$ cat src/rtl/vga_timing_gen.sv
// vga_timing_gen: raster timing generator for a 640x480 @ 60 Hz display path.
//
// Produces the pixel position (DrawX/DrawY), the visible-area flag (blank, 1 = visible),
// active-low hs/vs sync pulses, a constant-zero composite sync, a one-enable-cycle frame
// strobe and an 8-bit wrapping frame counter. Every output is a register; the decode for
// hs/vs/blank is taken from the next counter value so all outputs describe the same position.
//
// Ports:
//   vga_clk     - pixel-domain clock, rising edge
//   reset       - asynchronous, active-high
//   pix_en      - pixel advance enable; every register holds while low
//   DrawX/DrawY - horizontal/vertical position
//   blank       - 1 when (DrawX, DrawY) is inside the visible area
//   hs/vs       - horizontal/vertical sync, active-low
//   sync        - composite sync for the DAC, tied low
//   frame_start - high for the enable cycle in which the position wraps to (0, 0)
//   frame_count - completed frames, modulo 256
module vga_timing_gen #(
  parameter int unsigned H_VISIBLE = 640,
  parameter int unsigned H_FRONT   = 16,
  parameter int unsigned H_SYNC    = 96,
  parameter int unsigned H_BACK    = 48,
  parameter int unsigned V_VISIBLE = 480,
  parameter int unsigned V_FRONT   = 10,
  parameter int unsigned V_SYNC    = 2,
  parameter int unsigned V_BACK    = 33
) (
  input  logic       vga_clk,
  input  logic       reset,
  input  logic       pix_en,
  output logic [9:0] DrawX,
  output logic [9:0] DrawY,
  output logic       blank,
  output logic       hs,
  output logic       vs,
  output logic       sync,
  output logic       frame_start,
  output logic [7:0] frame_count
);

  localparam int unsigned H_TOTAL = H_VISIBLE + H_FRONT + H_SYNC + H_BACK;
  localparam int unsigned V_TOTAL = V_VISIBLE + V_FRONT + V_SYNC + V_BACK;

  // The 10-bit counters cannot represent larger rasters.
  if (H_TOTAL > 1024 || V_TOTAL > 1024) begin : g_bad_params
    $error("vga_timing_gen: H_TOTAL and V_TOTAL must not exceed 1024");
  end

  localparam logic [9:0] HMax       = 10'(H_TOTAL - 1);
  localparam logic [9:0] VMax       = 10'(V_TOTAL - 1);
  localparam logic [9:0] HVis       = 10'(H_VISIBLE);
  localparam logic [9:0] VVis       = 10'(V_VISIBLE);
  localparam logic [9:0] HSyncStart = 10'(H_VISIBLE + H_FRONT);
  localparam logic [9:0] HSyncEnd   = 10'(H_VISIBLE + H_FRONT + H_SYNC - 1);
  localparam logic [9:0] VSyncStart = 10'(V_VISIBLE + V_FRONT);
  localparam logic [9:0] VSyncEnd   = 10'(V_VISIBLE + V_FRONT + V_SYNC - 1);

  logic [9:0] hc_q, hc_d;
  logic [9:0] vc_q, vc_d;
  logic       blank_q, blank_d;
  logic       hs_q, hs_d;
  logic       vs_q, vs_d;
  logic       frame_start_q, frame_start_d;
  logic [7:0] frame_count_q, frame_count_d;

  logic h_wrap, v_wrap;

  always_comb begin
    h_wrap = (hc_q == HMax);
    v_wrap = (vc_q == VMax);

    hc_d = h_wrap ? 10'd0 : hc_q + 10'd1;
    vc_d = vc_q;
    if (h_wrap) begin
      vc_d = v_wrap ? 10'd0 : vc_q + 10'd1;
    end

    // Decode the position being entered so the registered flags line up with DrawX/DrawY.
    blank_d = (hc_d < HVis) && (vc_d < VVis);
    hs_d    = !((hc_d >= HSyncStart) && (hc_d <= HSyncEnd));
    vs_d    = !((vc_d >= VSyncStart) && (vc_d <= VSyncEnd));

    frame_start_d = h_wrap && v_wrap;
    frame_count_d = frame_count_q + {7'd0, frame_start_d};
  end

  always_ff @(posedge vga_clk or posedge reset) begin
    if (reset) begin
      hc_q          <= 10'd0;
      vc_q          <= 10'd0;
      blank_q       <= 1'b0;
      hs_q          <= 1'b1;
      vs_q          <= 1'b1;
      frame_start_q <= 1'b0;
      frame_count_q <= 8'd0;
    end else if (pix_en) begin
      hc_q          <= hc_d;
      vc_q          <= vc_d;
      blank_q       <= blank_d;
      hs_q          <= hs_d;
      vs_q          <= vs_d;
      frame_start_q <= frame_start_d;
      frame_count_q <= frame_count_d;
    end
  end

  assign DrawX       = hc_q;
  assign DrawY       = vc_q;
  assign blank       = blank_q;
  assign hs          = hs_q;
  assign vs          = vs_q;
  assign sync        = 1'b0;
  assign frame_start = frame_start_q;
  assign frame_count = frame_count_q;

endmodule

$ cat config.mk
export PLATFORM = sky130hd
export DESIGN_NAME = vga_timing_gen
export DESIGN_NICKNAME = d
export VERILOG_FILES = /design/src/rtl/vga_timing_gen.sv
export SDC_FILE = /design/constraint.sdc
export NUM_CORES = 1
export LEC_CHECK = 0
export ABC_AREA = 1
export BUFFER_PORTS_ARGS = -buffer_cell sky130_fd_sc_hd__buf_2
export CORE_AREA = 4 4 78 80
export CTS_CLUSTER_DIAMETER = 50
export CTS_CLUSTER_SIZE = 25
export DETAILED_ROUTE_END_ITERATION = 6
export DIE_AREA = 0 0 82 84
export HOLD_SLACK_MARGIN = 0.06
export PLACE_DENSITY = 0.64
export SETUP_SLACK_MARGIN = 0.4
export SYNTH_ARGS = -nofsm -noshare
export SYNTH_HDL_FRONTEND = slang
export SYNTH_SLANG_ARGS = --single-unit
$ cat constraint.sdc
create_clock -name vga_clk -period 1.9 [get_ports vga_clk]
set_input_delay 0.38 -clock vga_clk [delete_from_list [all_inputs] [get_ports vga_clk]]
set_output_delay 0.38 -clock vga_clk [all_outputs]
set_load 0.02 [all_outputs]
### After elaboration in Yosys (flattened, before gate mapping)

Cells that the tools add are included.

* bits of input ports: 3
* output and inout bits: 33
* flip-flop bits (word level): 32

* mux-type cells: 3
* add/sub/neg operators: 3
* reductions and logical operators: 6
* equal/unequal tests: 2
* $lt $le $gt $ge: 6

Operators by type and width (count)
* $mux 10: 3
* $add 10x1->10 const B: 2
* $eq 10x10->1 const B: 2
* $ge 10x10->1 const B: 1
* $ge 10x9->1 const B: 1
* $le 10x10->1 const B: 1
* $le 10x9->1 const B: 1
* $lt 10x10->1 const B: 1
* $lt 10x9->1 const B: 1
* $add 8x1->8: 1
* $logic_and 1x1->1: 4
* $logic_not 1->1: 2

### Longest topological paths before layout

* depth after elaboration: 6
* mapped depth: 15
* depth with buffers taken out: 15

### Worst setup path after synthesis

OpenSTA, ideal clock, no wires.

* path type: reg2reg
* start point: register hc_q[1], in the netlist DrawX[1]
* end point: register frame_count_q[6], in the netlist frame_count[6]
* stages on the path, launching flop included: 14
* setup slack: -0.228 ns
* required time: 1.771 ns
* arrival: 1.998 ns
* path buffers: 0
* clock period less this slack: 2.128 ns
* cells stage by stage: dfrtp_1 ha_1 nand2_2 nor2_4 nand2_4 nor2_4 nand2_1 inv_1 ha_1 ha_1 nand2_1 nor2_1 nand4_1 xnor2_1

* longest elaborated chain between the ends: 3

Ends and longest elaborated chain
* start, declared: RTL line 58 `logic [9:0] hc_q, hc_d;`
* start signal, assigned: RTL line 89 `hc_q <= 10'd0;`
* start signal, assigned: RTL line 97 `hc_q <= hc_d;`
* $eq 10x10->1: RTL line 69 `h_wrap = (hc_q == HMax);`
* $logic_and 1x1->1: RTL line 83 `frame_start_d = h_wrap && v_wrap;`
* net frame_start_d: RTL line 63 `logic frame_start_q, frame_start_d;`
* $add 8x1->8: RTL line 84 `frame_count_d = frame_count_q + {7'd0, frame_start_d};`
* end signal, assigned: RTL line 103 `frame_count_q <= frame_count_d;`
* end, declared: RTL line 64 `logic [7:0] frame_count_q, frame_count_d;`

The timed path passes the listed nets, and every way through them passes these cells.
A chain may end at the register's enable or synchronous reset.

### Final worst setup path

* start point: register hc_q[1], in the netlist DrawX[1]
* end point: register frame_count_q[7], in the netlist frame_count[7]

Same word-level chain as after synthesis.

==> metrics <==
status completed; Final GP Congestion 0.849; Seq pwr share 0.327; commonest non-fill, non-tap cells in the layout nand2_1, buf_2, buf_4, inv_1, dfrtp_1; setup TNS 0 ps; post-synthesis compound-gate area fraction 0.0837; crit path time final 1860 ps; Hold Slack 156 ps; CP Class flop to flop; CTS Root Buffer Type clkbuf_8; routed via count 2,055; CTS buffer count 5; switching pwr 1130 uW; Total GRT Usage 0.166; post-synthesis adder-cell area fraction 0.0369; Final Cycle Share 0.978; H-tree depth 2; FF+latch count, synth 32; I/O pin total 36; Worst Setup Start Kind flop; die width 82 um; Yosys cell types 29; # diodes 0; first-pass GRT wire length 8940 um; Initial Util 0.376; Worst-path clk slew 70 ps; synthesized area 2030 um^2; Synth Area in XOR/XNOR 0.0474; P_int 1570 uW; RSZ-0062 raised after global routing yes; Clock Sinks 32; post-place setup slack 23.7 ps; Clock power frac 0.208; fraction of layout cells with a size suffix above 1 0.447; post-route setup slack 42.3 ps; sequential area share after synthesis 0.395; clk_lat worst skew 290 ps; fmax 538 MHz; Pins Over Slew Limit 0; dpl hpwl 3730 um; maximum vdd drop 0.000704 V; Core Area 5410 um^2; pin slew with the least headroom to its limit 510 ps; fin nets 359; commonest non-fill, non-tap cell in the layout nand2_1; initial drt markers 105; Power Total 2710 uW; Routed WL 5520 um; pin count of the biggest net entering global routing 33; Final Hold Fails 0; vias per cell 4.86; drc violations 0; Layout Skew 6.68 ps; Avg WL per Cell 13.0 um; required time worst endpoint 2110 ps; cell area after layout 2990 um^2; CTS tree built; data arrival time of the worst path 2070 ps; vias in the first global route 1,975; Sw Share 0.418; simple-gate portion of the synthesized area 0.355; Post-synth EDFFs 0; DP Area 2510 um^2; Max-slew headroom 0.660; critical path fanouts, max 3; first-pass detailed-route iteration total 4; Avg Inst Size Synth 7.39 um^2; Worst setup EP type flop; Layout area overhead 46.9%; # fillers 504; die area 6890 um^2; Yosys Warn Count 0; Final ANT Viol Nets 0; Max Cap Violations 0; post-synthesis mux area share 0; asr flop ratio synth 1.00; DIE HEIGHT 84 um; combinational fraction of design power 0.465; leak pwr 0.00147 uW; ys flop type dfrtp_1; Rows 27; Clock Path Buffers 2; Buffers on Ports 34; total grt overflow 0; Pwr Density 906 nW/um^2; largest family of logic cells by synthesized area simple AND/OR/NAND/NOR gates; Synth Instances 275; Hold Crit Class primary input to async pin; final setup violating endpoints 0; initial antenna violation count 0; Synth Net Count 284
[power groups by stage]
| stage | clock (uW) | combinational (uW) | sequential [uW] |
|---|---|---|---|
| 6_report | 562 | 1260 | 885 |
| 5_1_grt | 614 | 1380 | 900 |
| 4_1_cts | 582 | 1150 | 884 |
| 3_5_place_dp | 0 | 1040 | 891 |
| 3_3_place_gp | 0 | 1020 | 887 |
| 2_1_floorplan | 0 | 431 | 1110 |
[stage by stage]
| step | std cells | utilization |
|---|---|---|
| 2_1_floorplan | 275 | - |
| 3_3_place_gp | 399 | 0.465 |
| 3_5_place_dp | 399 | 0.465 |
| 4_1_cts | 418 | 0.518 |
| 5_1_grt | 423 | 0.552 |
| 6_report | 423 | 0.552 |
[cell type report]
class	count	area (um^2)	area share
multi-input combinational	201	1340	0.450
sequential	32	808	0.271
inverter	36	135	0.0453
tap	72	90.1	0.0302
clock inverter	1	7.51	0.00251
timing repair buffer	74	515	0.173
clock buffer	7	86.3	0.0289
[kinds of logic (layout without fill, tap and decap cells)]
group,count (synthesis),after routing
XOR/XNOR,11,11
buffers and inverters,42,118
other,1,1
adder cells (fa/ha/maj),6,6
AND/OR/NAND/NOR,152,152
flip-flops,32,32
AO/OA/AOI/OAI,31,31
[synthesized netlist by cell type (3+ instances only)]
cell | n | share of area
a21oi_1 | 3 | 0.0074
clkbuf_1 | 4 | 0.0074
dfrtp_1 | 30 | 0.37
ha_1 | 6 | 0.037
inv_1 | 36 | 0.067
nand2_1 | 80 | 0.15
nand3_1 | 18 | 0.044
nand3_2 | 3 | 0.015
nand3b_1 | 4 | 0.015
nand4_1 | 7 | 0.022
nor2_1 | 24 | 0.044
nor2_2 | 6 | 0.018
nor2_4 | 4 | 0.022
o21ai_0 | 21 | 0.052
xnor2_1 | 4 | 0.017
xor2_1 | 7 | 0.030
[state kept, by name, indices dropped and copies added (netlist names)]
register / cells
DrawX: 10
DrawY: 10
blank: 1
frame_count: 8
frame_start: 1
hs: 1
vs: 1
[path summary, 6_finish.rpt]
kind | from | endpoint | slack, ps | depth (start not counted)
worst min register to register | frame_count[7]$_DFFE_PP0P_ | frame_count[7]$_DFFE_PP0P_ | 470 | 1
worst max-delay path | DrawX[1]$_DFFE_PP0P_ | frame_count[7]$_DFFE_PP0P_ | 40 | 12
min in group vga_clk | pix_en | frame_count[1]$_DFFE_PP0P_ | 430 | 3
max in group asynchronous | reset | vs$_DFFE_PP1P_ | 1410 | 3
worst max register to register | DrawX[1]$_DFFE_PP0P_ | frame_count[7]$_DFFE_PP0P_ | 40 | 12
worst min-delay path | reset | DrawX[1]$_DFFE_PP0P_ | 160 | 3
[metal layers]
layer	vias to the layer above	track usage	routed length, um
met5	-	0	0
met4	0	0.0514	96
met3	7	0.0356	222
met2	47	0.276	2860
met1	973	0.212	2340
li1	1028	-	-
[critical path, stage by stage (launching register included)]
cell	delay, ps
dfrtp_2	390
ha_4	160
nand2_4	50
nor2_4	120
nand2_4	80
nor2_4	90
nand2_2	70
inv_2	70
ha_4	140
nand4_1	120
nand3b_1	220
nor2_1	130
xor2_1	140
[repair_timing]
item / in CTS / in global routing
hold buffers: 0 / 0
resized for setup: 26 / 50
pin swaps: 18 / 33
buffers inserted: 11 / 5
setup endpoints to repair: 15 / 26
Note: power is estimated with default switching activity, not from simulation.
